===== src/rtl/flash_boot_loader.sv =====
// flash_boot_loader: copies LEN bytes from the SPI flash reader into RAM.
// Bytes are packed little-endian into DATA_W-bit words. Each word goes
// through a small FIFO and is written with full byte strobes on a
// valid/ready port. busy holds the softcore in reset until the copy is
// done, and reload re-runs the copy.
//
// Ports:
//   clk, reset         system clock, synchronous active-high reset
//   ram_busy           RAM not initialised; the copy waits while high
//   reload             one-cycle pulse; restarts the copy from DONE
//   flash_start        one-cycle pulse that starts the flash reader
//   flash_dout/strb    flash byte and its valid strobe
//   mem_valid/ready    RAM write handshake
//   mem_addr           byte address of the word, BYTES-aligned
//   mem_wdata/wstrb    write word and byte strobes (all-ones while valid)
//   busy / done        copy in progress / copy complete (sticky)
//   checksum           modulo-2^32 sum of the bytes accepted while streaming
//   error              sticky flag: a word was dropped on FIFO overflow
module flash_boot_loader #(
  parameter int unsigned DATA_W     = 32,
  parameter int unsigned ADDR_W     = 23,
  parameter int unsigned BASE_ADDR  = 0,
  parameter int unsigned LEN        = 262144,
  parameter int unsigned FIFO_DEPTH = 4
) (
  input  logic                  clk,
  input  logic                  reset,
  input  logic                  ram_busy,
  input  logic                  reload,
  output logic                  flash_start,
  input  logic [7:0]            flash_dout,
  input  logic                  flash_strb,
  output logic                  mem_valid,
  input  logic                  mem_ready,
  output logic [ADDR_W-1:0]     mem_addr,
  output logic [DATA_W-1:0]     mem_wdata,
  output logic [DATA_W/8-1:0]   mem_wstrb,
  output logic                  busy,
  output logic                  done,
  output logic [31:0]           checksum,
  output logic                  error
);

  localparam int unsigned BYTES  = DATA_W / 8;
  localparam int unsigned LANE_W = $clog2(BYTES);
  localparam int unsigned CNT_W  = $clog2(LEN + 1);
  localparam int unsigned IDX_W  = CNT_W - LANE_W;
  localparam int unsigned PTR_W  = $clog2(FIFO_DEPTH);
  localparam int unsigned FILL_W = PTR_W + 1;

  typedef enum logic [1:0] {
    WAIT_RAM = 2'd0,
    STREAM   = 2'd1,
    DRAIN    = 2'd2,
    DONE     = 2'd3
  } state_t;

  // FIFO entry: the word index travels with the data, so a dropped word
  // leaves a hole in the address sequence instead of shifting later words.
  typedef struct packed {
    logic [IDX_W-1:0]  idx;
    logic [DATA_W-1:0] data;
  } entry_t;

  state_t              state;
  state_t              state_next;
  logic                start_next;

  logic [CNT_W-1:0]    byte_cnt;
  logic [DATA_W-1:0]   pack;
  logic [LANE_W-1:0]   lane;
  logic [DATA_W-1:0]   word_c;
  logic                accept;
  logic                word_done;

  entry_t              fifo_mem [FIFO_DEPTH];
  logic [PTR_W-1:0]    wr_ptr;
  logic [PTR_W-1:0]    rd_ptr;
  logic [FILL_W-1:0]   fill;
  logic                fifo_empty;
  logic                fifo_full;
  logic                push;
  logic                pop;
  entry_t              head;
  logic [ADDR_W-1:0]   addr_c;

  // State register
  always_ff @(posedge clk) begin
    if (reset) state <= WAIT_RAM;
    else       state <= state_next;
  end

  // Next-state logic
  always_comb begin
    state_next = state;
    start_next = 1'b0;
    case (state)
      WAIT_RAM: begin
        if (!ram_busy) begin
          state_next = STREAM;
          start_next = 1'b1;
        end
      end
      STREAM: begin
        if (accept && (byte_cnt == CNT_W'(LEN - 1))) state_next = DRAIN;
      end
      DRAIN: begin
        // Anticipate the last handshake so done rises on the following cycle
        if (fifo_empty && (!mem_valid || mem_ready)) state_next = DONE;
      end
      DONE: begin
        if (reload) state_next = WAIT_RAM;
      end
      default: state_next = WAIT_RAM;
    endcase
  end

  // Byte packer and FIFO control
  always_comb begin
    accept     = (state == STREAM) && flash_strb;
    lane       = byte_cnt[LANE_W-1:0];
    word_c     = pack;
    word_c[{lane, 3'b000} +: 8] = flash_dout;
    word_done  = accept && (lane == LANE_W'(BYTES - 1));
    fifo_empty = (fill == '0);
    fifo_full  = (fill == FILL_W'(FIFO_DEPTH));
    pop        = !fifo_empty && (!mem_valid || mem_ready);
    // A pop on the same edge frees a slot, so a full FIFO still accepts
    push       = word_done && (!fifo_full || pop);
    head       = fifo_mem[rd_ptr];
    addr_c     = ADDR_W'(BASE_ADDR) + ADDR_W'({head.idx, {LANE_W{1'b0}}});
  end

  // Status, counters and checksum
  always_ff @(posedge clk) begin
    if (reset) begin
      flash_start <= 1'b0;
      busy        <= 1'b0;
      done        <= 1'b0;
      byte_cnt    <= '0;
      pack        <= '0;
      checksum    <= '0;
      error       <= 1'b0;
    end else begin
      flash_start <= start_next;
      busy        <= (state_next != DONE);
      done        <= (state_next == DONE);
      if ((state == DONE) && reload) begin
        byte_cnt <= '0;
        checksum <= '0;
        error    <= 1'b0;
      end else if (accept) begin
        byte_cnt <= byte_cnt + CNT_W'(1);
        pack     <= word_c;
        checksum <= checksum + 32'(flash_dout);
        if (word_done && !push) error <= 1'b1;
      end
    end
  end

  // FIFO pointers and fill level
  always_ff @(posedge clk) begin
    if (reset) begin
      wr_ptr <= '0;
      rd_ptr <= '0;
      fill   <= '0;
    end else begin
      if (push) wr_ptr <= wr_ptr + PTR_W'(1);
      if (pop)  rd_ptr <= rd_ptr + PTR_W'(1);
      case ({push, pop})
        2'b10:   fill <= fill + FILL_W'(1);
        2'b01:   fill <= fill - FILL_W'(1);
        default: fill <= fill;
      endcase
    end
  end

  // FIFO storage; contents are don't-care while the pointers say empty
  always_ff @(posedge clk) begin
    if (push) fifo_mem[wr_ptr] <= '{idx: byte_cnt[CNT_W-1:LANE_W], data: word_c};
  end

  // Write port output registers
  always_ff @(posedge clk) begin
    if (reset) begin
      mem_valid <= 1'b0;
      mem_addr  <= '0;
      mem_wdata <= '0;
      mem_wstrb <= '0;
    end else if (pop) begin
      mem_valid <= 1'b1;
      mem_addr  <= addr_c;
      mem_wdata <= head.data;
      mem_wstrb <= '1;
    end else if (mem_valid && mem_ready) begin
      mem_valid <= 1'b0;
      mem_wstrb <= '0;
    end
  end

endmodule


===== config.mk =====
export PLATFORM = sky130hd
export DESIGN_NAME = flash_boot_loader
export DESIGN_NICKNAME = d
export VERILOG_FILES = /design/src/rtl/flash_boot_loader.sv
export SDC_FILE = /design/constraint.sdc
export NUM_CORES = 1
export LEC_CHECK = 0
export ABC_AREA = 1
export CAP_MARGIN = 15
export CELL_PAD_IN_SITES_DETAIL_PLACEMENT = 0
export CELL_PAD_IN_SITES_GLOBAL_PLACEMENT = 1
export CORE_MARGIN = 2
export CORE_UTILIZATION = 51
export CTS_BUF_LIST = sky130_fd_sc_hd__clkbuf_4
export CTS_CLUSTER_DIAMETER = 200
export CTS_CLUSTER_SIZE = 28
export DETAILED_ROUTE_END_ITERATION = 8
export GPL_ROUTABILITY_DRIVEN = 0
export GPL_TIMING_DRIVEN = 0
export HOLD_SLACK_MARGIN = 0.08
export PLACE_DENSITY_LB_ADDON = 0.08
export SLEW_MARGIN = 20
export SYNTH_ARGS = -nofsm -noshare
export SYNTH_HDL_FRONTEND = slang
export SYNTH_SLANG_ARGS = --single-unit

===== constraint.sdc =====
create_clock -name clk -period 8.63 [get_ports clk]
set_clock_uncertainty 0.05 [all_clocks]
set_input_delay 2.589 -clock clk [delete_from_list [all_inputs] [get_ports clk]]
set_output_delay 2.589 -clock clk [all_outputs]
set_load 0.005 [all_outputs]

# --- Word level (Yosys, flattened, before mapping) ---
# Memory sizes are Yosys's and may differ from the RTL's. A register that Yosys moved wholly into a read port is not among the register bits.
# Index checks and enable logic that the tools add are counted.
op_classes:
  addsub: 7
  eq_ne: 10
  n_shift: 2
  muxes: 14
  bitwise_logic: 2
  n_reduce_logical: 23
ops:
  columns: ["operator", "n"]
  rows:
  - ["adder 32 x 8 -> 32 bit", 1]
  - ["bitwise mux 32 bit", 1]
  - ["variable shift 8 x 7 -> 32 bit, first input constant", 1]
  - ["indexed part select 8 x 7 -> 32 bit", 1]
  - ["adder 19 x 1 -> 19 bit, second input constant", 1]
  - ["== test 19 x 18 -> 1 bit, second input constant", 1]
  - ["== test 2 bit, second input constant", 5]
  - ["logical AND 1 bit", 9]
  - ["2-to-1 mux 2 bit", 4]
  - ["2-to-1 mux 4 bit", 2]
  - ["one-hot mux 2 bit (4 select lines)", 1]
  - ["negator 5 -> 7 bit", 1]
  - ["one-hot mux 3 bit (2 select lines)", 1]
  - ["2-to-1 mux 1 bit", 5]
  - ["adder 2 x 1 -> 2 bit, second input constant", 2]
  - ["== test 2 x 1 -> 1 bit, second input constant", 2]
  - ["zero test 1 bit", 4]
  - ["AND reduction 2 bit", 2]
  - ["nonzero test 2 bit", 2]
  - ["OR reduction 2 bit", 2]
  - ["adder 3 x 1 -> 3 bit, second input constant", 1]
  - ["== test 3 bit, second input constant", 1]
  - ["zero test 3 bit", 1]
  - ["subtractor 3 x 1 -> 3 bit, second input constant", 1]
  - ["4 further kinds", 6]
totals:
  register_bits: 101
  ram_bits: 196
  input_bits: 14
  out_inout_bits: 96
  elab_cells: 72
  n_memories: 1
memory_table:
  columns: ["name", "words", "word_bits", "read_ports", "rd_clocked_by_memory_dff", "wr", "line", "text"]
  rows:
  - ["fifo_mem", 4, 49, 1, 1, 1, "76", "entry_t fifo_mem [FIFO_DEPTH];"]

# --- Longest topological paths before layout ---
logic_depth:
  ltp_word: 8
  mapped_depth: 12
  ltp_nobuf: 12

# --- Least setup slack after synthesis ---
# Ideal clock, no wire load.
synth_path:
  path_type: "input -> register"
  startpoint: "input flash_strb"
  endpoint: "memory fifo_mem[0][0] (netlist bit), enable pin"
  t_arrival_ns: 5.209
  required_time_ns: 8.124
  slack_ns: 2.915
  path_stages: 5
  path_cell_list: "nand3_2 > buf_2 > nor2_4 > nand2_1 > nor2_1"
synth_between:
  elab_chain_len: 5
synth_lines:
  columns: ["item", "line", "text"]
  rows:
  - ["from (decl)", "32", "input logic flash_strb,"]
  - ["logical AND 1 bit", "120", "accept = (state == STREAM) && flash_strb;"]
  - ["logical AND 1 bit", "124", "word_done = accept && (lane == LANE_W'(BYTES - 1));"]
  - ["logical AND 1 bit", "129", "push = word_done && (!fifo_full || pop);"]
  - ["2-to-1 mux 1 bit", "180", "if (push) fifo_mem[wr_ptr] <= '{idx: byte_cnt[CNT_W-1:LANE_W], data: word_c};"]
  - ["2-to-1 mux 1 bit (not written as such)", "180", null]
  - ["to (decl)", "76", null]
# No other way between the ends.

# --- Worst setup path in the final report ---
layout_path:
  startpoint: "input flash_strb"
  endpoint: "memory fifo_mem[1][30] (netlist bit), enable pin"
# Same word-level chain as after synthesis.

==> summary.md <==
| Metric | Value |
|---|---|
| Status | complete, no violations |
| WL final | between 30000 and 40000 um |
| Final setup fails | 0 |
| Synth area leader | edfxtp_1 |
| Area contributors post-synth | edfxtp_1 (41%), dfxtp_1 (20%), nor2_1 (7.3%) |
| Async SR Flop Fraction | 0 |
| Critical path class | input pin to register |
| FF+latch count, synth | 342 |
| Final period util | 0.547 |
| Clock root cell | clkbuf_4 |
| DRC | 0 |
| Clock Latency Late Sink | approximately 0.77 ns |
| WP data arrival | a little over 5 ns |
| CTS tree | done |
| # hold bufs at CTS | 0 |
| Final core occ | 0.589 |
| Die X | 172 um |
| Initial Util | 0.518 |
| Critical Path RT | approximately 9.1 ns |
| Crit-path cells | clkdlybuf4s50_1 > nand3_2 > buf_2 > nor2_4 > nand2_1 > nor2_4 > buf_16 > buf_12 |
| Dpl cells | around 2000 |
| Share of cells above drive strength 1 | 0.0499 |
| Post-synth top area share | 0.409 |
| Vias | 11000 |
| CP Buf/Inv Count | 4 |
| Final Cell Area | approximately 16000 sq um |
| Predominant post-synthesis flop cell | edfxtp_1 |
| Pwr/cell area | approximately 230 nW/um^2 |
| Most used cell, CP | nor2_4 |
| Core Footprint | ~28000 sq um |
| Delay-heaviest family, CP | buffers and inverters |
| Startpoint types | input pin |
| Crit-path slowest cell | nor2_4 |
| Clock slew seen by the registers of the worst setup and hold paths | 0.27 ns |
| Max clock buf depth | 3 |
| Worst reg-to-reg setup slack | around 5.8 ns |
| Synthesis-to-layout area growth | 13.9% |
| Tot GR Track Use | 0.244 |
| Avg Vias per Cell | around 5.3 |
| Cell Count, Final, Fillers Out | 2063 |
| Initial antenna violation count | 2 |
| Overall Power | around 3.8 mW |
| Drt first pass iters | 5 |
| Seq/Total Area, Yosys | 0.612 |
| DP Area | 16100 sq um |
| CP endpoint kind | register |
| Max Cap Viol | 0 |
| Slowest cell delay on critical path | approximately 0.59 ns |
| Pleak | approximately 6.1 nW |
| CTS resizes | 0 |
| Final Slew Violations | 0 |
| Fmax | 212 MHz |
| Post-synth EDFFs | about 200 |
| Slew headroom | 0.438 |
| Vias in the first global route | between 9000 and 10000 |
| Worst IR Drop VDD | approximately 140 uV |
| Row cnt | 61 |
| Post-route setup TNS | 0 ns |
| Fin. Hold Viols | 0 |
| Netlist area before placement | about 14000 sq um |
| Synthesis Warnings | 0 |
| Final antenna-violating net count | 0 |
| Min Tclk post-route | around 4.7 ns |
| Post-CTS setup buffer count | 0 |
| Global-route wire length before repair | around 55000 um |
| # IOs | 110 |
| Synth Instances | 1540 |
| Post-synth cell types | 35 |
| NumNets Final | 1708 |
| Crit-path max FO | 19 |
| Number of clock sinks | around 340 |
| Top post-synthesis cells by count | nor2_1 (279), o21ai_0 (207), edfxtp_1 (196), nand2_1 (171), inv_1 (160) |
| Detail Placement HPWL | around 25000 um |
| Height of the die | between 150 and 200 um |
| Most frequent cell after synthesis | nor2_1 |
| CTS Buf Count | 16 |
| H-tree lvl count | 1 |
| Initial detailed-routing violation count | roughly 830 |
| # port buffers | a little over 100 |
| Largest net degree at the start of global routing | 30 |
| WL/cell | between 15 and 20 um |
| RSZ-0062 raised after global routing | no |
| Slew @ Worst Pin | 0.843 ns |
| GRT Residual Overflow | 0 |
| Syn Area/Cell | 9.34 sq um |
| Hold Path Class | register to register |
| Full die area | ~30000 sq um |
-- per-layer routing --
metal  global-route usage  routed length, um  share of wire  up-vias
met1                0.345              16800           0.46     5195
met2                0.401              16800           0.46      288
li1                     -                  -              -     5435
met4               0.0585                612          0.017        2
met5                    0                 13        0.00036        -
met3               0.0327               2020          0.056       50
-- per-stage QoR --
| stage | hold WS [ns] | setup WS [ns] |
|---|---|---|
| floorplan | 0.394 | 2.92 |
| global placement | 0.412 | 0.235 |
| detailed placement | 0.417 | 3.06 |
| CTS | 0.459 | 3.89 |
| global route | 0.489 | 3.82 |
| finish | 0.457 | 3.91 |
-- report_power, final --
group | leakage [nW] | internal [mW] | switching, mW
Combinational | 2.88 | 0.440 | 0.756
Sequential | 3.04 | 1.84 | 0.0593
Clock | 0.145 | 0.172 | 0.482
-- cell usage in the layout, fill, tap and decap left out, types with 18 or more instances in the layout --
cell type / instances
clkbuf_1: 47
a31oi_1: 50
dfxtp_1: 146
edfxtp_1: 196
ha_1: 18
clkdlybuf4s50_1: 103
nand3_1: 51
clkbuf_4: 26
nand2_1: 171
a21oi_1: 77
nor2_1: 275
inv_1: 160
o21ai_0: 207
o22ai_1: 24
-- layout make-up --
cell class / instances / area (sq um)
Antenna cell: 1 / 2.50
Buffer: 87 / 387
Clock buffer: 26 / 195
Clock inverter: 2 / 60.1
Fill cell: 2503 / 11400
Inverter: 166 / 623
Multi-Input combinational cell: 950 / 4610
Sequential cell: 342 / 8810
Tap cell: 378 / 473
Timing Repair Buffer: 111 / 1210
-- worst register-to-register path, cell delays in order, from the launching register on --
cell and delay (ns):
dfxtp_1 0.51, nand3_2 0.18, buf_2 0.26, nor2_4 0.19
nand2_1 0.32, nor2_4 0.59, buf_16 0.24, buf_12 0.20
-- sequential cells by signal, indices dropped and copies added, names as in the netlist --
register     flops
flash_start      1
fifo_mem       196
mem_addr        17
rd_ptr           2
done             1
error            1
state            2
wr_ptr           2
checksum        32
busy             1
fill             3
mem_wstrb        1
byte_cnt        19
pack            32
mem_wdata       32
-- final timing paths --
check,startpoint,to,cells past startpoint
min,fill[0]$_SDFFE_PP0P_,fill[0]$_SDFFE_PP0P_,1
min reg2reg,fill[0]$_SDFFE_PP0P_,fill[0]$_SDFFE_PP0P_,1
max,flash_strb,fifo_mem[1][30]$_DFFE_PP_,8
max reg2reg,state[0]$_SDFF_PP0_,fifo_mem[1][30]$_DFFE_PP_,7
-- cells by family after synthesis --
kind of cell	after synthesis	share of synthesized area
and+or+nand+nor	553	0.160
AOI/OAI and AO/OA	360	0.132
xor gates and xnor gates	11	0.00670
other	1	0.000261
adders and majority gates	20	0.0184
buffers and inverters	253	0.0702
DFF	342	0.612
Power figures use the tool's default switching activity.
